===== config.mk =====
export PLATFORM = sky130hd
export DESIGN_NAME = mlp_sequencer_flat
export DESIGN_NICKNAME = d
export VERILOG_FILES = /design/src/rtl/mlp_sequencer_if.sv /design/src/rtl/mlp_sequencer.sv /design/src/flat_wrapper.sv
export SDC_FILE = /design/constraint.sdc
export NUM_CORES = 1
export LEC_CHECK = 0
export CORE_MARGIN = 5
export CORE_UTILIZATION = 55
export CTS_BUF_LIST = sky130_fd_sc_hd__clkbuf_8
export DETAILED_ROUTE_END_ITERATION = 6
export PLACE_DENSITY = 0.82
export SYNTH_ARGS = -nofsm -noshare
export SYNTH_HDL_FRONTEND = slang
export SYNTH_SLANG_ARGS = --single-unit

===== constraint.sdc =====
create_clock -name clk -period 4.7 [get_ports clk]
set_input_delay 1.41 -clock clk [delete_from_list [all_inputs] [get_ports clk]]
set_output_delay 1.41 -clock clk [all_outputs]
set_load 0.05 [all_outputs]

===== src/rtl/mlp_sequencer_if.sv =====
// mlp_sequencer_if: control handshake and SRAM/MAC strobe bundle
// between the MLP sequencer (slave) and its requester/datapath (master).
interface mlp_sequencer_if #(
  parameter int N_IMG = 10
);
  logic             start;
  logic [3:0]       img_sel;
  logic             stall;
  logic             busy;
  logic             done;
  logic             err;
  logic [N_IMG-1:0] img_en;
  logic [9:0]       address_in;
  logic [17:0]      address_1;
  logic [11:0]      address_2;
  logic [7:0]       hid_addr;
  logic             hid_we;
  logic             out_we;
  logic [3:0]       out_idx;
  logic             layer_sel;
  logic             mac_en;
  logic             mac_clr;

  modport master (
    output start, img_sel, stall,
    input  busy, done, err, img_en,
    input  address_in, address_1, address_2,
    input  hid_addr, hid_we, out_we, out_idx,
    input  layer_sel, mac_en, mac_clr
  );

  modport slave (
    input  start, img_sel, stall,
    output busy, done, err, img_en,
    output address_in, address_1, address_2,
    output hid_addr, hid_we, out_we, out_idx,
    output layer_sel, mac_en, mac_clr
  );
endinterface


===== src/rtl/mlp_sequencer.sv =====
// mlp_sequencer: control FSM for the two-layer MLP datapath.
// Walks image/weight SRAMs per neuron, strobes MAC and writeback.
module mlp_sequencer #(
  parameter int N_IN  = 784,
  parameter int N_HID = 256,
  parameter int N_OUT = 10,
  parameter int N_IMG = 10
) (
  input logic            clk,
  input logic            reset,
  mlp_sequencer_if.slave bus
);
  localparam logic [2:0] S_IDLE  = 3'd0;
  localparam logic [2:0] S_ISSUE = 3'd1;
  localparam logic [2:0] S_DRAIN = 3'd2;
  localparam logic [2:0] S_WB    = 3'd3;
  localparam logic [2:0] S_DONE  = 3'd4;

  localparam logic [9:0] K1_LAST = 10'(N_IN - 1);
  localparam logic [9:0] K2_LAST = 10'(N_HID - 1);
  localparam logic [7:0] J1_LAST = 8'(N_HID - 1);
  localparam logic [7:0] J2_LAST = 8'(N_OUT - 1);
  localparam logic [3:0] IMG_LIM = 4'(N_IMG);
  localparam logic [N_IMG-1:0] IMG_ONE = N_IMG'(1);

  logic [2:0]       state_q, state_d;
  logic             l_q, l_d;
  logic [7:0]       j_q, j_d;
  logic [9:0]       k_q, k_d;
  logic [3:0]       sel_q, sel_d;
  logic             busy_q, busy_d;
  logic             done_q, done_d;
  logic             err_q, err_d;
  logic [N_IMG-1:0] img_en_q, img_en_d;
  logic [9:0]       ain_q, ain_d;
  logic [17:0]      a1_q, a1_d;
  logic [11:0]      a2_q, a2_d;
  logic [7:0]       hid_q, hid_d;
  logic             hwe_q, hwe_d;
  logic             owe_q, owe_d;
  logic [3:0]       oidx_q, oidx_d;
  logic             men_q, men_d;
  logic             mclr_q, mclr_d;
  logic             k_last, j_last, consume;

  always_comb begin
    k_last  = k_q == (l_q ? K2_LAST : K1_LAST);
    j_last  = j_q == (l_q ? J2_LAST : J1_LAST);
    consume = (state_q == S_ISSUE) && !bus.stall;
    state_d  = state_q;
    l_d      = l_q;
    j_d      = j_q;
    k_d      = k_q;
    sel_d    = sel_q;
    ain_d    = ain_q;
    a1_d     = a1_q;
    a2_d     = a2_q;
    hid_d    = hid_q;
    oidx_d   = oidx_q;
    err_d    = 1'b0;
    hwe_d    = 1'b0;
    owe_d    = 1'b0;
    img_en_d = '0;
    // read data returns one cycle after the address is consumed
    men_d    = consume;
    mclr_d   = consume && (k_q == '0);
    unique case (1'b1)
      state_q == S_IDLE: begin
        if (bus.start) begin
          if (bus.img_sel < IMG_LIM) begin
            state_d = S_ISSUE;
            sel_d   = bus.img_sel;
            l_d     = 1'b0;
            j_d     = '0;
            k_d     = '0;
            a1_d    = '0;
            a2_d    = '0;
          end else begin
            err_d = 1'b1;
          end
        end
      end
      state_q == S_ISSUE: begin
        if (consume) begin
          if (k_last) begin
            state_d = S_DRAIN;
          end else begin
            k_d = k_q + 10'd1;
            if (l_q) a2_d = a2_q + 12'd1;
            else     a1_d = a1_q + 18'd1;
          end
        end
      end
      state_q == S_DRAIN: state_d = S_WB;
      state_q == S_WB: begin
        state_d = S_ISSUE;
        k_d     = '0;
        j_d     = j_q + 8'd1;
        if (!j_last) begin
          if (l_q) a2_d = a2_q + 12'd1;
          else     a1_d = a1_q + 18'd1;
        end else if (!l_q) begin
          l_d = 1'b1;
          j_d = '0;
        end else begin
          state_d = S_DONE;
        end
      end
      default: state_d = S_IDLE;
    endcase
    if (state_d == S_ISSUE) begin
      if (!l_d) begin
        img_en_d = IMG_ONE << sel_d;
        ain_d    = k_d;
      end else begin
        hid_d = k_d[7:0];
      end
    end
    if (state_d == S_WB) begin
      if (!l_q) begin
        hwe_d = 1'b1;
        hid_d = j_q;
      end else begin
        owe_d  = 1'b1;
        oidx_d = j_q[3:0];
      end
    end
    busy_d = state_d inside {S_ISSUE, S_DRAIN, S_WB};
    done_d = state_d == S_DONE;
  end

  always_ff @(posedge clk or posedge reset) begin
    if (reset) begin
      state_q  <= S_IDLE;
      l_q      <= 1'b0;
      j_q      <= '0;
      k_q      <= '0;
      sel_q    <= '0;
      busy_q   <= 1'b0;
      done_q   <= 1'b0;
      err_q    <= 1'b0;
      img_en_q <= '0;
      ain_q    <= '0;
      a1_q     <= '0;
      a2_q     <= '0;
      hid_q    <= '0;
      hwe_q    <= 1'b0;
      owe_q    <= 1'b0;
      oidx_q   <= '0;
      men_q    <= 1'b0;
      mclr_q   <= 1'b0;
    end else begin
      state_q  <= state_d;
      l_q      <= l_d;
      j_q      <= j_d;
      k_q      <= k_d;
      sel_q    <= sel_d;
      busy_q   <= busy_d;
      done_q   <= done_d;
      err_q    <= err_d;
      img_en_q <= img_en_d;
      ain_q    <= ain_d;
      a1_q     <= a1_d;
      a2_q     <= a2_d;
      hid_q    <= hid_d;
      hwe_q    <= hwe_d;
      owe_q    <= owe_d;
      oidx_q   <= oidx_d;
      men_q    <= men_d;
      mclr_q   <= mclr_d;
    end
  end

  assign bus.busy       = busy_q;
  assign bus.done       = done_q;
  assign bus.err        = err_q;
  assign bus.img_en     = img_en_q;
  assign bus.address_in = ain_q;
  assign bus.address_1  = a1_q;
  assign bus.address_2  = a2_q;
  assign bus.hid_addr   = hid_q;
  assign bus.hid_we     = hwe_q;
  assign bus.out_we     = owe_q;
  assign bus.out_idx    = oidx_q;
  assign bus.layer_sel  = l_q;
  assign bus.mac_en     = men_q;
  assign bus.mac_clr    = mclr_q;
endmodule


===== src/flat_wrapper.sv =====
// flat-port wrapper written by rule: the top's interface ports become plain ports
module mlp_sequencer_flat 
#(
  parameter int N_IN  = 784,
  parameter int N_HID = 256,
  parameter int N_OUT = 10,
  parameter int N_IMG = 10
)
  (clk, reset, bus_start, bus_img_sel, bus_stall, bus_busy, bus_done, bus_err, bus_img_en, bus_address_in, bus_address_1, bus_address_2, bus_hid_addr, bus_hid_we, bus_out_we, bus_out_idx, bus_layer_sel, bus_mac_en, bus_mac_clr);
  mlp_sequencer_if #(.N_IMG(N_IMG)) bus_i ();
  input logic clk;
  input logic reset;
  input wire logic [$bits(bus_i.start)-1:0] bus_start;
  input wire logic [$bits(bus_i.img_sel)-1:0] bus_img_sel;
  input wire logic [$bits(bus_i.stall)-1:0] bus_stall;
  output wire logic [$bits(bus_i.busy)-1:0] bus_busy;
  output wire logic [$bits(bus_i.done)-1:0] bus_done;
  output wire logic [$bits(bus_i.err)-1:0] bus_err;
  output wire logic [$bits(bus_i.img_en)-1:0] bus_img_en;
  output wire logic [$bits(bus_i.address_in)-1:0] bus_address_in;
  output wire logic [$bits(bus_i.address_1)-1:0] bus_address_1;
  output wire logic [$bits(bus_i.address_2)-1:0] bus_address_2;
  output wire logic [$bits(bus_i.hid_addr)-1:0] bus_hid_addr;
  output wire logic [$bits(bus_i.hid_we)-1:0] bus_hid_we;
  output wire logic [$bits(bus_i.out_we)-1:0] bus_out_we;
  output wire logic [$bits(bus_i.out_idx)-1:0] bus_out_idx;
  output wire logic [$bits(bus_i.layer_sel)-1:0] bus_layer_sel;
  output wire logic [$bits(bus_i.mac_en)-1:0] bus_mac_en;
  output wire logic [$bits(bus_i.mac_clr)-1:0] bus_mac_clr;
  assign bus_i.start = bus_start;
  assign bus_i.img_sel = bus_img_sel;
  assign bus_i.stall = bus_stall;
  assign bus_busy = bus_i.busy;
  assign bus_done = bus_i.done;
  assign bus_err = bus_i.err;
  assign bus_img_en = bus_i.img_en;
  assign bus_address_in = bus_i.address_in;
  assign bus_address_1 = bus_i.address_1;
  assign bus_address_2 = bus_i.address_2;
  assign bus_hid_addr = bus_i.hid_addr;
  assign bus_hid_we = bus_i.hid_we;
  assign bus_out_we = bus_i.out_we;
  assign bus_out_idx = bus_i.out_idx;
  assign bus_layer_sel = bus_i.layer_sel;
  assign bus_mac_en = bus_i.mac_en;
  assign bus_mac_clr = bus_i.mac_clr;
  mlp_sequencer #(.N_IN(N_IN), .N_HID(N_HID), .N_OUT(N_OUT), .N_IMG(N_IMG)) u_core (.clk(clk), .reset(reset), .bus(bus_i));
endmodule

### Word-level counts from Yosys, hierarchy flattened

Cells that the tools add are included.

| storage, ports and cells | value |
|---|---|
| output and inout port bits | 70 |
| input bits | 8 |
| word-level logic and storage cells | 104 |
| memories | 0 |
| bits in latches | 0 |
| RAM bits | 0 |
| memory bits (read-only) | 0 |
| bits in registers | 95 |

| operators by class | value |
|---|---|
| order comparisons | 1 |
| bitwise gates (word level) | 1 |
| reductions and logical operators | 12 |
| $add $sub $neg | 4 |
| shifts and indexed selects | 1 |
| equal/unequal tests | 14 |
| multiply operators | 0 |
| mux-type cells | 53 |
| div/mod/pow operators | 0 |

Operators with widths:

| cell | count |
|---|---|
| 18-bit 2-to-1 mux | 6 |
| 12-bit 2-to-1 mux | 6 |
| 8-bit 2-to-1 mux | 9 |
| 10-bit 2-to-1 mux | 7 |
| 18-bit case mux with 3 select lines | 1 |
| 12-bit case mux with 3 select lines | 1 |
| 10-bit case mux with 3 select lines | 1 |
| 18-bit by 1-bit adder with 18-bit output, second input constant | 1 |
| 3-bit 2-to-1 mux | 6 |
| 8-bit case mux with 2 select lines | 1 |
| 12-bit by 1-bit adder with 12-bit output, second input constant | 1 |
| 3-bit by 2-bit == test with 1-bit output, second input constant | 4 |
| 4-bit 2-to-1 mux | 3 |
| 3-bit case mux with 4 select lines | 1 |
| 10-bit by 1-bit adder with 10-bit output, second input constant | 1 |
| 10-bit == test | 1 |
| 10-bit zero test | 1 |
| 1-bit 2-to-1 mux | 10 |
| 1-bit by 4-bit << shifter with 10-bit output, first input constant | 1 |
| 8-bit by 1-bit adder with 8-bit output, second input constant | 1 |
| 8-bit == test | 1 |
| 2-bit inequality test, second input constant | 4 |
| 3-bit by 1-bit == test with 1-bit output, second input constant | 2 |
| 6-bit AND reduction | 1 |
| 12 further kinds | 15 |

### Longest topological paths before layout

| depth | value |
|---|---|
| word-level depth | 9 |
| mapped depth | 9 |
| mapped depth without buffers | 7 |

### Worst setup path after synthesis

No wires, ideal clock.

| timing | value |
|---|---|
| path kind | input -> register |
| from | in bus_start |
| to | reg u_core.a1_q[5], in the netlist u_core.bus.address_1[5] |
| setup time | 78 ps |
| stages on the path | 8 |
| required time | 4622 ps |
| buffers on the path | 2 |
| setup slack | 1231 ps |
| arrival | 3391 ps |
| cell sequence | or4b_4 -> buf_6 -> o22ai_4 -> o21ai_2 -> or4_4 -> buf_6 -> or3_1 -> a21oi_1 |

| on the way | value |
|---|---|
| cells in the longest elaborated chain, start to end | 2 |

Ends and longest elaborated chain:

| element | RTL line | text |
|---|---|---|
| from (decl) | flat_wrapper.sv:13 | `input wire logic [$bits(bus_i.start)-1:0] bus_start;` |
| 2-bit inequality test (no source line) | -- |  |
| 6-bit AND reduction (no source line) | -- |  |
| to (signal assigned) | mlp_sequencer.sv:144 | `a1_q <= '0;` |
| to (signal assigned) | mlp_sequencer.sv:163 | `a1_q <= a1_d;` |
| to (decl) | mlp_sequencer.sv:36 | `logic [17:0] a1_q, a1_d;` |

Every way passes these cells.
A chain may end at the register's enable or synchronous reset.

### Final worst setup path

| timing | value |
|---|---|
| from | in bus_start |
| to | reg u_core.hid_q[1], in the netlist u_core.bus.hid_addr[1] |

| on the way | value |
|---|---|
| cells in the longest elaborated chain, start to end | 6 |
| elaborated cells on any way between the ends | 12 |
| classes of those cells | eq/ne (2); mux (10) |

Ends and longest elaborated chain:

| element | RTL line | text |
|---|---|---|
| 3-bit 2-to-1 mux (tied with other cells) | mlp_sequencer.sv:69 | `if (bus.start) begin` |
| 3-bit case mux with 4 select lines (tied with other cells) | mlp_sequencer.sv:67 | `unique case (1'b1)` |
| 3-bit by 1-bit == test with 1-bit output or 8-bit 2-to-1 mux (tied branches) | mlp_sequencer.sv:111, mlp_sequencer.sv:112 |  |
| 8-bit 2-to-1 mux | mlp_sequencer.sv:111 | `if (state_d == S_ISSUE) begin` |
| 8-bit 2-to-1 mux | mlp_sequencer.sv:120 | `if (!l_q) begin` |
| 8-bit 2-to-1 mux (*) | mlp_sequencer.sv:119 | `if (state_d == S_WB) begin` |
| via u_core.hid_d[1] | mlp_sequencer.sv:38 | `logic [7:0] hid_q, hid_d;` |
| to (signal assigned) | mlp_sequencer.sv:165 | `hid_q <= hid_d;` |
| to (decl) | mlp_sequencer.sv:38 |  |

The timed path passes the listed nets; every way through them passes the cells marked *.

==> flow_metrics.env <==
export IMPL_max_cap_viol_count=0
export IMPL_vias=3992
export IMPL_synthXorXnorAreaFrac=0.01326
export IMPL_power_density_nw_per_um2=447.5
export IMPL_antenna_found_initial=0
export IMPL_path_class="in2reg"
export IMPL_core_um2=8217
export IMPL_finalMaxSlewViolations=0
export IMPL_initial_core_util=0.5627
export IMPL_numCtsBuffers=9
export IMPL_synth_edf_count=0
export IMPL_synthArstFlopShare=1.000
export IMPL_min_period_ns=3.704
export IMPL_worst_slew_pin_slew_ns=0.9117
export IMPL_synth_flop_cell="dfrtp_1"
export IMPL_syn_nets=492
export IMPL_worst_setup_path_start_kind="primary input"
export IMPL_p_clk_frac=0.195
export IMPL_fin_nets=572
export IMPL_ys_types=61
export IMPL_clock_fmax_ghz=0.2700
export IMPL_finClkSkew_ns=0.01765
export IMPL_status="finished clean"
export IMPL_switchingPower_w=0.001070
export IMPL_synth_common_cells="dfrtp_1, nand2_1, o21ai_0, nor2_1, nand3_1"
export IMPL_crit_required_ns=4.94
export IMPL_hold_violations=0
export IMPL_ys_seq_elements=95
export IMPL_vias_per_cell=5.967
export IMPL_overflow=0
export IMPL_gp_congestion=0.8882
export IMPL_htree_levels=3
export IMPL_synthCells=479
export IMPL_clockRootBuffer="clkbuf_8"
export IMPL_cts_tree="done"
export IMPL_muxShareOfSynthArea=0.03004
export IMPL_slew_headroom=0.3909
export IMPL_tns_ns=0
export IMPL_clk_pin_slew_ns=0.09
export IMPL_fin_cells=669
export IMPL_cts_buffer_depth=2
export IMPL_place_inst=653
export IMPL_sequentialPowerShare=0.427
export IMPL_cp_max_fo=12
export IMPL_setup_viol=0
export IMPL_yosysWarnings=0
export IMPL_cts_setup_buffers=0
export IMPL_synth_compound_area_frac=0.1516
export IMPL_ys_seq_area_frac=0.5142
export IMPL_dpl_cell_area_um2=5490
export IMPL_combinationalPowerShare=0.378
export IMPL_clock_latency_ns=0.37
export IMPL_drc=0
export IMPL_synth_top_family_by_area="simple AND/OR/NAND/NOR gates"
export IMPL_num_rows=33
export IMPL_diodes=0
export IMPL_crit_arrival_ns=3.95
export IMPL_grt_pass1_wl_mm=18.35
export IMPL_cts_sinks=95
export IMPL_p_leak_nw=2.413
export IMPL_rsz0062_at_grt="no"
export IMPL_hold_class="reg2reg"
export IMPL_synth_top_cell_by_area="dfrtp_1"
export IMPL_period_share=0.7880
export IMPL_ctsResizeCount=0
export IMPL_cts_hold_buf=0
export IMPL_end_kind="flop"
export IMPL_fin_util=0.6898
export IMPL_power_internal_w=0.001466
export IMPL_grt_max_degree=49
export IMPL_die_x_um=101.7
export IMPL_die_height_um=101.7
export IMPL_syn_area_per_cell_um2=9.652
export IMPL_ios=78
export IMPL_synth_adder_area_share=0.01353
export IMPL_synthTopCellsByArea="dfrtp_1, nand2_1, o21ai_0"
export IMPL_ant_nets=0
export IMPL_place_hpwl_mm=8.074
export IMPL_grt_usage=0.2249
export IMPL_first_pass_iters=5
export IMPL_drive_gt1_frac=0.07979
export IMPL_synth_most_common_cell="dfrtp_1"
export IMPL_stdcell_area_um2=5668
export IMPL_power_w=0.002536
export IMPL_switching_share=0.4219
export IMPL_drt_iter0_drc=338
export IMPL_wirelength_mm=11.28
export IMPL_die_area_um2=10340
export IMPL_portBuffers=77
export IMPL_wl_per_cell_um=16.86
export IMPL_yosysTopAreaCellShare=0.5142
export IMPL_grt_pass1_vias=3756
export IMPL_synthSimpleGateAreaFrac=0.2468
export IMPL_area_growth_pct=22.60
export IMPL_ir_drop_v=0.0003768
export IMPL_syn_cell_area_um2=4623
sequential cells by signal, indices dropped and copies added, names as in the netlist, 3 cells and up:
| name | count |
|---|---|
| u_core.bus.address_1 | 18 |
| u_core.state_q | 3 |
| u_core.j_q | 8 |
| u_core.sel_q | 4 |
| u_core.bus.address_in | 10 |
| u_core.bus.out_idx | 4 |
| u_core.bus.address_2 | 12 |
| u_core.k_q | 10 |
| u_core.bus.hid_addr | 8 |
| u_core.bus.img_en | 10 |
area by class of cell:
cell class	instances	area [um^2]
clock buffers	9	123.9
clock inverters	7	53.80
fillers	656	2549
inverters	14	53.80
multi-input cells	355	2105
flip-flops and latches	95	2377
well taps	105	131.4
repair buffers	84	823.3
stage by stage:
stage | setup slack [ns] | hold WS [ns]
2_1_floorplan | 0.8130 | 0.4883
3_3_place_gp | 0.6417 | 0.4602
3_5_place_dp | 0.6356 | 0.4618
6_report | 0.9964 | 0.4839
4_1_cts | 1.013 | 0.4854
5_1_grt | 0.8129 | 0.5222
critical path, stage by stage:
cell and delay [ns]:
clkdlybuf4s50_1 0.49, or4b_4 0.53, o21ai_0 0.50, o31ai_1 0.24
nor3b_2 0.20, buf_4 0.21, nor3b_1 0.07, a221o_1 0.30
power by group through the flow:
| stage | Combinational (W) | Clock (W) | Sequential, W |
|---|---|---|---|
| floorplan | 0.000312 | 0 | 0.00141 |
| global placement | 0.000940 | 0 | 0.00109 |
| detailed placement | 0.000959 | 0 | 0.00109 |
| CTS | 0.000961 | 0.000503 | 0.00108 |
| global route | 0.00102 | 0.000544 | 0.00110 |
| finish | 0.000958 | 0.000495 | 0.00108 |
cells in the final DEF, fill, tap and decap left out, drive strengths merged, types with 4 or more instances in the layout:
| cell type | instances |
|---|---|
| mux2 | 7 |
| and3 | 8 |
| nor2 | 35 |
| nor3b | 9 |
| ha | 5 |
| nor3 | 15 |
| o31ai | 4 |
| dfrtp | 95 |
| o22ai | 4 |
| xnor2 | 4 |
| a21oi | 19 |
| buf | 7 |
| clkbuf | 9 |
| or4 | 6 |
| nand3 | 27 |
| inv | 16 |
| or3 | 14 |
| o21ai | 43 |
| mux2i | 6 |
| nand2 | 74 |
| a31oi | 6 |
| a21o | 5 |
| a22o | 4 |
| nand2b | 7 |
| nand4 | 7 |
| clkdlybuf4s50 | 77 |
worst paths after layout:
| check | start | end | slack (ns) | cells after the start |
|---|---|---|---|---|
| max | bus_start | u_core.bus.hid_addr[1] | 1.0 | 8 |
| min | u_core.bus.address_in[4] | u_core.bus.address_in[4] | 0.48 | 2 |
| max reg2reg | u_core.bus.layer_sel | u_core.bus.address_1[17] | 1.71 | 5 |
| min reg2reg | u_core.bus.address_in[4] | u_core.bus.address_in[4] | 0.48 | 2 |
| max in group asynchronous | reset | u_core.bus.out_idx[2] | 2.48 | 3 |
| min in group asynchronous | reset | u_core.bus.address_1[9] | 1.49 | 2 |
logic make-up (layout without fill, tap and decap cells):
group | count (synthesis) | after routing
compound gates | 108 | 108
xor+xnor | 7 | 7
fa+ha+maj | 5 | 5
buf+inv | 29 | 114
flops | 95 | 95
mux | 13 | 13
simple gates | 222 | 222
per-layer routing:
metal  track usage  share of wire  wire, um
met3       0.04890          0.061       687
met5             0              0         0
met4       0.06237          0.010       116
met1        0.3145           0.45      5072
met2        0.3566           0.48      5401
Note: power is estimated with default switching activity, not from simulation.
